--- config.mk ---
export PLATFORM = sky130hd
export DESIGN_NAME = fast_inv_sqrt_arbiter_flat
export DESIGN_NICKNAME = d
export VERILOG_FILES = /design/src/rtl/fast_inv_sqrt_arbiter_pkg.sv /design/src/rtl/fast_inv_sqrt_arbiter_if.sv /design/src/rtl/fast_inv_sqrt_arbiter_rr_arbiter.sv /design/src/rtl/fast_inv_sqrt_arbiter.sv /design/src/flat_wrapper.sv
export SDC_FILE = /design/constraint.sdc
export NUM_CORES = 1
export LEC_CHECK = 0
export ABC_AREA = 0
export ABC_CLOCK_PERIOD_IN_PS = 3660
export BUFFER_PORTS_ARGS = -buffer_cell sky130_fd_sc_hd__buf_4
export CAP_MARGIN = 20
export CORE_MARGIN = 3
export CORE_UTILIZATION = 28
export CTS_CLUSTER_DIAMETER = 80
export DETAILED_ROUTE_END_ITERATION = 10
export REMOVE_ABC_BUFFERS = 1
export SETUP_SLACK_MARGIN = 0.05
export SLEW_MARGIN = 20
export SYNTH_ARGS = -nofsm -noshare
export SYNTH_HDL_FRONTEND = slang
export SYNTH_SLANG_ARGS = --single-unit
--- constraint.sdc ---
create_clock -name clk -period 3.66 [get_ports clk]
set_clock_uncertainty 0.2 [all_clocks]
set_input_delay 0 -clock clk [delete_from_list [all_inputs] [get_ports clk]]
set_output_delay 0 -clock clk [all_outputs]
set_load 0.05 [all_outputs]
--- src/rtl/fast_inv_sqrt_arbiter_pkg.sv ---
// Shared types and constants for the fastInvSqrt engine arbiter.
// Optional op counter is controlled by macro FISQRT_ARB_OPCOUNT_EN.
package fast_inv_sqrt_arb_pkg;

    localparam int DEF_NUM_REQ    = 4;
    localparam int DEF_DATA_WIDTH = 16;
    localparam int OP_COUNT_W     = 32;

    typedef enum logic [1:0] {
        ST_IDLE  = 2'd0,
        ST_ISSUE = 2'd1,
        ST_WAIT  = 2'd2,
        ST_RESP  = 2'd3
    } arb_state_t;

    // Index width for a requester vector; never narrower than one bit.
    function automatic int idx_width(input int n);
        return (n <= 2) ? 1 : $clog2(n);
    endfunction

endpackage

--- src/rtl/fast_inv_sqrt_arbiter_if.sv ---
// Requester-side bus of the fastInvSqrt arbiter: operand request and
// result response handshakes for all requesters, one shared result bus.
// master = requester cluster, slave = arbiter.
interface fast_inv_sqrt_arbiter_if
    import fast_inv_sqrt_arb_pkg::*;
#(
    parameter int NUM_REQ    = DEF_NUM_REQ,
    parameter int DATA_WIDTH = DEF_DATA_WIDTH
);

    logic [NUM_REQ-1:0]            req_valid;
    logic [NUM_REQ-1:0]            req_ready;
    logic [NUM_REQ*DATA_WIDTH-1:0] req_data;
    logic [NUM_REQ-1:0]            rsp_valid;
    logic [NUM_REQ-1:0]            rsp_ready;
    logic [DATA_WIDTH-1:0]         rsp_data;

    modport master (
        output req_valid,
        output req_data,
        output rsp_ready,
        input  req_ready,
        input  rsp_valid,
        input  rsp_data
    );

    modport slave (
        input  req_valid,
        input  req_data,
        input  rsp_ready,
        output req_ready,
        output rsp_valid,
        output rsp_data
    );

endinterface

--- src/rtl/fast_inv_sqrt_arbiter_rr_arbiter.sv ---
// Combinational round-robin picker. The search starts one past the last
// granted index and wraps, so the most recently served requester has the
// lowest priority on the next pick.
module rr_arbiter
    import fast_inv_sqrt_arb_pkg::*;
#(
    parameter int NUM_REQ = DEF_NUM_REQ,
    parameter int IDX_W   = idx_width(DEF_NUM_REQ)
)(
    input  logic [NUM_REQ-1:0] req,
    input  logic [IDX_W-1:0]   last_grant,
    output logic [NUM_REQ-1:0] grant,
    output logic [IDX_W-1:0]   grant_idx,
    output logic               any
);

    // Walk the rotated request vector and keep the first hit.
    always_comb begin
        int cand;
        grant     = '0;
        grant_idx = '0;
        any       = 1'b0;
        cand      = 0;
        for (int off = 1; off <= NUM_REQ; off++) begin
            cand = int'(last_grant) + off;
            if (cand >= NUM_REQ) begin
                cand = cand - NUM_REQ;
            end
            if (!any && req[cand[IDX_W-1:0]]) begin
                any                     = 1'b1;
                grant_idx               = cand[IDX_W-1:0];
                grant[cand[IDX_W-1:0]]  = 1'b1;
            end
        end
    end

endmodule

--- src/rtl/fast_inv_sqrt_arbiter.sv ---
// Shares one fastInvSqrt engine between NUM_REQ requesters with a single
// operation outstanding at a time. Optional completed-op counter is built
// only when FISQRT_ARB_OPCOUNT_EN is defined; otherwise op_count reads 0.
//
// state    | meaning
// ---------+----------------------------------------------------------
// ST_IDLE  | arbitrate; winner sees req_ready, operand latched on edge
// ST_ISSUE | present latched operand to engine until eng_ready_in
// ST_WAIT  | eng_ready_out high, wait for engine result
// ST_RESP  | hold rsp_valid[grant_id]/rsp_data until rsp_ready[grant_id]
module fast_inv_sqrt_arbiter
    import fast_inv_sqrt_arb_pkg::*;
#(
    parameter int  NUM_REQ    = DEF_NUM_REQ,
    parameter int  DATA_WIDTH = DEF_DATA_WIDTH,
    localparam int IDX_W      = idx_width(NUM_REQ)
)(
    input  logic                    clk,
    input  logic                    rst_n,

    fast_inv_sqrt_arbiter_if.slave  bus,

    output logic                    eng_valid_in,
    input  logic                    eng_ready_in,
    output logic [DATA_WIDTH-1:0]   eng_data_in,
    input  logic                    eng_valid_out,
    output logic                    eng_ready_out,
    input  logic [DATA_WIDTH-1:0]   eng_data_out,

    output logic                    busy,
    output logic [IDX_W-1:0]        grant_id,
    output logic [OP_COUNT_W-1:0]   op_count
);

    arb_state_t                state_q;
    logic [IDX_W-1:0]          last_grant_q;
    logic [IDX_W-1:0]          grant_id_q;
    logic [DATA_WIDTH-1:0]     op_data_q;
    logic [DATA_WIDTH-1:0]     res_data_q;
    logic                      eng_valid_q;
    logic                      eng_ready_q;
    logic                      busy_q;
    logic [NUM_REQ-1:0]        rsp_valid_q;

    logic [NUM_REQ-1:0]        arb_grant;
    logic [IDX_W-1:0]          arb_idx;
    logic                      arb_any;
    logic                      rsp_hs;
    logic [DATA_WIDTH-1:0]     req_word [NUM_REQ];

    for (genvar g = 0; g < NUM_REQ; g++) begin : g_unpack
        assign req_word[g] = bus.req_data[g*DATA_WIDTH +: DATA_WIDTH];
    end

    rr_arbiter #(
        .NUM_REQ (NUM_REQ),
        .IDX_W   (IDX_W)
    ) u_rr (
        .req        (bus.req_valid),
        .last_grant (last_grant_q),
        .grant      (arb_grant),
        .grant_idx  (arb_idx),
        .any        (arb_any)
    );

    // The accept strobe is the only combinational output; it is also
    // forced low while reset is held so nothing looks accepted then.
    assign bus.req_ready = (state_q == ST_IDLE && rst_n) ? arb_grant : '0;

    // Only the owning requester can complete the response.
    assign rsp_hs = (state_q == ST_RESP) && bus.rsp_ready[grant_id_q];

    // Sequencer: state, latched operand/result and all handshake outputs.
    always_ff @(posedge clk or negedge rst_n) begin
        if (!rst_n) begin
            state_q      <= ST_IDLE;
            last_grant_q <= IDX_W'(NUM_REQ - 1);
            grant_id_q   <= '0;
            op_data_q    <= '0;
            res_data_q   <= '0;
            eng_valid_q  <= 1'b0;
            eng_ready_q  <= 1'b0;
            busy_q       <= 1'b0;
            rsp_valid_q  <= '0;
        end else begin
            case (state_q)
                ST_IDLE: begin
                    if (arb_any) begin
                        op_data_q   <= req_word[arb_idx];
                        grant_id_q  <= arb_idx;
                        eng_valid_q <= 1'b1;
                        busy_q      <= 1'b1;
                        state_q     <= ST_ISSUE;
                    end
                end
                ST_ISSUE: begin
                    if (eng_ready_in) begin
                        eng_valid_q <= 1'b0;
                        eng_ready_q <= 1'b1;
                        state_q     <= ST_WAIT;
                    end
                end
                ST_WAIT: begin
                    if (eng_valid_out) begin
                        res_data_q  <= eng_data_out;
                        eng_ready_q <= 1'b0;
                        rsp_valid_q <= NUM_REQ'(1) << grant_id_q;
                        state_q     <= ST_RESP;
                    end
                end
                ST_RESP: begin
                    if (rsp_hs) begin
                        rsp_valid_q  <= '0;
                        busy_q       <= 1'b0;
                        last_grant_q <= grant_id_q;
                        state_q      <= ST_IDLE;
                    end
                end
                default: begin
                    state_q <= ST_IDLE;
                end
            endcase
        end
    end

`ifdef FISQRT_ARB_OPCOUNT_EN
    logic [OP_COUNT_W-1:0] op_count_q;

    // Count completed responses; wraps naturally at the top.
    always_ff @(posedge clk or negedge rst_n) begin
        if (!rst_n) begin
            op_count_q <= '0;
        end else if (rsp_hs) begin
            op_count_q <= op_count_q + OP_COUNT_W'(1);
        end
    end

    assign op_count = op_count_q;
`else
    assign op_count = '0;
`endif

    assign eng_valid_in  = eng_valid_q;
    assign eng_data_in   = op_data_q;
    assign eng_ready_out = eng_ready_q;
    assign busy          = busy_q;
    assign grant_id      = grant_id_q;
    assign bus.rsp_valid = rsp_valid_q;
    assign bus.rsp_data  = res_data_q;

endmodule

--- src/flat_wrapper.sv ---
// flat-port wrapper written by rule: the top's interface ports become plain ports
module fast_inv_sqrt_arbiter_flat import fast_inv_sqrt_arb_pkg::*;
#(
    parameter int  NUM_REQ    = DEF_NUM_REQ,
    parameter int  DATA_WIDTH = DEF_DATA_WIDTH,
    localparam int IDX_W      = idx_width(NUM_REQ)
)
  (clk, rst_n, eng_valid_in, eng_ready_in, eng_data_in, eng_valid_out, eng_ready_out, eng_data_out, busy, grant_id, op_count, bus_req_valid, bus_req_data, bus_rsp_ready, bus_req_ready, bus_rsp_valid, bus_rsp_data);
  fast_inv_sqrt_arbiter_if #(.NUM_REQ(NUM_REQ), .DATA_WIDTH(DATA_WIDTH)) bus_i ();
  input  logic clk;
  input  logic rst_n;
  output logic eng_valid_in;
  input  logic eng_ready_in;
  output logic [DATA_WIDTH-1:0] eng_data_in;
  input  logic eng_valid_out;
  output logic eng_ready_out;
  input  logic [DATA_WIDTH-1:0] eng_data_out;
  output logic busy;
  output logic [IDX_W-1:0] grant_id;
  output logic [OP_COUNT_W-1:0] op_count;
  input wire logic [$bits(bus_i.req_valid)-1:0] bus_req_valid;
  input wire logic [$bits(bus_i.req_data)-1:0] bus_req_data;
  input wire logic [$bits(bus_i.rsp_ready)-1:0] bus_rsp_ready;
  output wire logic [$bits(bus_i.req_ready)-1:0] bus_req_ready;
  output wire logic [$bits(bus_i.rsp_valid)-1:0] bus_rsp_valid;
  output wire logic [$bits(bus_i.rsp_data)-1:0] bus_rsp_data;
  assign bus_i.req_valid = bus_req_valid;
  assign bus_i.req_data = bus_req_data;
  assign bus_i.rsp_ready = bus_rsp_ready;
  assign bus_req_ready = bus_i.req_ready;
  assign bus_rsp_valid = bus_i.rsp_valid;
  assign bus_rsp_data = bus_i.rsp_data;
  fast_inv_sqrt_arbiter #(.NUM_REQ(NUM_REQ), .DATA_WIDTH(DATA_WIDTH)) u_core (.clk(clk), .rst_n(rst_n), .bus(bus_i), .eng_valid_in(eng_valid_in), .eng_ready_in(eng_ready_in), .eng_data_in(eng_data_in), .eng_valid_out(eng_valid_out), .eng_ready_out(eng_ready_out), .eng_data_out(eng_data_out), .busy(busy), .grant_id(grant_id), .op_count(op_count));
endmodule
==> run_results.csv <==
group,metric,value,unit
route,drtIter0Drc,156,
clock_network,root_buffer,"clkbuf_16",
power_and_ir_drop,p_leak,2.424,nW
floorplanning,io_pins,169,
clock_network,numCtsBuffers,5,
sta,final.min_clock_period,3.429,ns
placement,place_ws,0.4631,ns
sta,rsz0062_at_grt,"false",
route,drt_pre_antenna_iters,4,
clock_network,path_clk_slew,0.07,ns
yosys,syn_avg_cell_area,10.00,sq um
worst_setup_path,slowest_delay,0.62,ns
yosys,yosysSeqAreaShare,0.3582,
global_routing,grt_start_max_net_pins,47,
run_status,status,"finished, final reports clean",
sta,fin_hold_ws,0.05957,ns
placement,finalWeightedCongestion,0.8014,
global_routing,gr-total-overflow,0,
clock_network,htree_levels,2,
cells_and_area,finalNetCount,639,
worst_setup_path,crit_slowest_cell,"dfstp_2",
route,wire_per_inst,14.44,um
hold_path,hp-class,"primary input to asynchronous set/reset pin",
sta,slew_violations,0,
clock_network,cts.sinks,45,
worst_setup_path,critPathKind,"register to register",
floorplanning,die_w,112.1,um
global_routing,grt_use_total,0.1528,
worst_setup_path,cp_cell_sequence,"inv_1, ha_2, mux2i_4, a221o_2, xnor2_4, mux2_1, dlygate4sd3_1, a221o_1",
sta,max_clock_freq,0.2917,GHz
cells_and_area,layout_commonest_cell,"buf_4",
power_and_ir_drop,powerDensity,841.4,nW/um^2
floorplanning,num_rows,38,
sta,setup_violations,0,
cells_and_area,drive_above_1_share,0.3664,
global_routing,antenna_found_initial,1,
route,vias_per_cell,4.493,
placement,dp_hpwl,6349,um
worst_setup_path,start_kind,"register",
yosys,synthCells,315,
power_and_ir_drop,max-vdd-ir-drop,495.6,uV
worst_setup_path,worstPathMaxFanout,8,
job,max_cap_viol_count,0,
yosys,synth_top_area_cell,"dfrtp_1",
sta,fin_crit_sh,0.9368,
cells_and_area,mostFrequentLayoutCells,"buf_4, dlygate4sd3_1, nand2_1",
sta,slew_headroom,0.5376,
route,ant_nets,0,
cells_and_area,syn_to_final_growth,64.85,%
clock_network,cts.path.max_buffers,2,
clock_network,cts_tree,"built",
worst_setup_path,cp_num_buf_inv,2,
route,via_count,3037,
yosys,synth.distinct_cells,41,
floorplanning,die-area,12560,sq um
sta,hold_violations,0,
sta,worstMarginPinSlew,0.6919,ns
global_routing,grt_first_pass_wirelength,15780,um
floorplanning,core_area,10940,sq um
placement,portBuffers,136,
sta,fin_ws,0.2314,ns
global_routing,first_global_vias,3231,
yosys,synth_top_area_frac,0.3415,
worst_setup_path,cp.arrival,3.39,ns
yosys,syn_area,3151,sq um
floorplanning,start_util,0.2881,
floorplanning,dieHeight,112.1,um
worst_setup_path,critPathRequiredTime,3.63,ns
yosys,ys_warn_count,0,
route,drcViolationCount,0,
yosys,synth_area_leaders,"dfrtp_1, nand2_1, buf_4",
worst_setup_path,end_kind,"register",
clock_network,clock_latency,0.29,ns
route,wl,9762,um
worst_setup_path,path_delay_family,"buffers and inverters",
yosys,synth-seq-cells,45,
==> Yosys cell counts (all sizes together) <==
cell type	n
a221o	2
a22oi	4
ha	13
clkbuf	5
buf	41
o21ai	9
o21bai	1
nand3b	1
a32oi	1
or2	1
mux2i	19
o22ai	1
or3	1
mux4	3
a22o	4
mux2	38
conb	1
xnor2	1
nor4	2
nor2	12
nor3	2
a21oi	11
dfstp	2
o211ai	16
nand2	67
dfrtp	43
nand2b	1
inv	9
o41ai	2
nor2b	1
a311oi	1
==> flip-flops by register name, summed over array words and instances (netlist names) <==
signal / cells
u_core.eng_ready_out: 1
u_core.last_grant_q: 2
u_core.busy: 1
u_core.grant_id: 2
u_core.eng_valid_in: 1
u_core.bus.rsp_valid: 4
u_core.eng_data_in: 16
u_core.bus.rsp_data: 16
u_core.state_q: 2
==> cell families (layout without fill, tap and decap cells) <==
logic type	Yosys count	count (layout)	share of synthesized area
AO/OA/AOI/OAI	52	52	0.1307
other	1	33	0.001190
adder cells (fa/ha/maj)	13	13	0.05163
multiplexers	60	60	0.2240
buffers and inverters	55	244	0.1140
flip-flops	45	45	0.3582
AND/OR/NAND/NOR	88	88	0.1116
XOR/XNOR	1	1	0.008738
==> per-layer routing <==
layer / vias up / share of wire / GRT usage / wire [um]
met1: 1431 / 0.38 / 0.1722 / 3718
met2: 116 / 0.53 / 0.2818 / 5176
met5: - / 0 / 0 / 0
met3: 20 / 0.064 / 0.03720 / 629
met4: 0 / 0.024 / 0.05128 / 238
li1: 1470 / - / - / -
==> final timing paths <==
kind                                                     start                             endpoint  slack [ns]  depth (start not counted)
max reg2reg                 u_core.last_grant_q[1]$_DFFE_PN1P_   u_core.eng_data_in[14]$_DFFE_PN0P_        0.23                          8
min                                                      rst_n     u_core.eng_ready_out$_DFFE_PN0P_        0.06                          2
max in group asynchronous                                rst_n    u_core.eng_data_in[9]$_DFFE_PN0P_        2.80                          2
max                         u_core.last_grant_q[1]$_DFFE_PN1P_   u_core.eng_data_in[14]$_DFFE_PN0P_        0.23                          8
min in group clk                              bus_req_valid[2]              u_core.busy$_DFFE_PN0P_        0.07                          5
min reg2reg                u_core.bus.rsp_valid[3]$_DFFE_PN0P_  u_core.bus.rsp_valid[3]$_DFFE_PN0P_        0.29                          2
==> per-stage QoR <==
| step | instance area (sq um) | power [mW] | instances | util | TNS [ns] |
|---|---|---|---|---|---|
| after floorplan | 2942 | 2.987 | 300 | - | -0.05141 |
| after global placement | 4202 | 3.752 | 583 | 0.3842 | 0 |
| after detailed placement | 4202 | 3.807 | 583 | 0.3842 | 0 |
| after CTS | 5166 | 4.376 | 672 | 0.4724 | 0 |
| after global routing | 5194 | 4.651 | 676 | 0.4749 | 0 |
| final | 5194 | 4.370 | 676 | 0.4749 | 0 |
==> area by class of cell <==
type                            instances  area [sq um]
Clock inverter                          3         28.78
Tap cell                              140         175.2
Sequential cell                        45          1129
Antenna cell                            1         2.502
Multi-Input combinational cell        246          1793
Inverter                                9         33.78
Fill cell                             993          5742
Clock buffer                            5         125.1
Timing Repair Buffer                  227          1907
==> timing repair <==
item / 4_1_cts / 5_1_grt
setup endpoints to repair: 0 / 1
hold buffers: 81 / 0
gates resized for setup: 0 / 1
buffers inserted: 0 / 3
hold endpoints to repair: 80 / 0
==> power by group <==
| part | switching, mW | internal (mW) |
|---|---|---|
| combinational | 1.82 | 1.14 |
| clock | 0.214 | 0.263 |
| sequential | 0.181 | 0.751 |
| total | 2.22 | 2.15 |
Note: power is estimated with default switching activity, not from simulation.
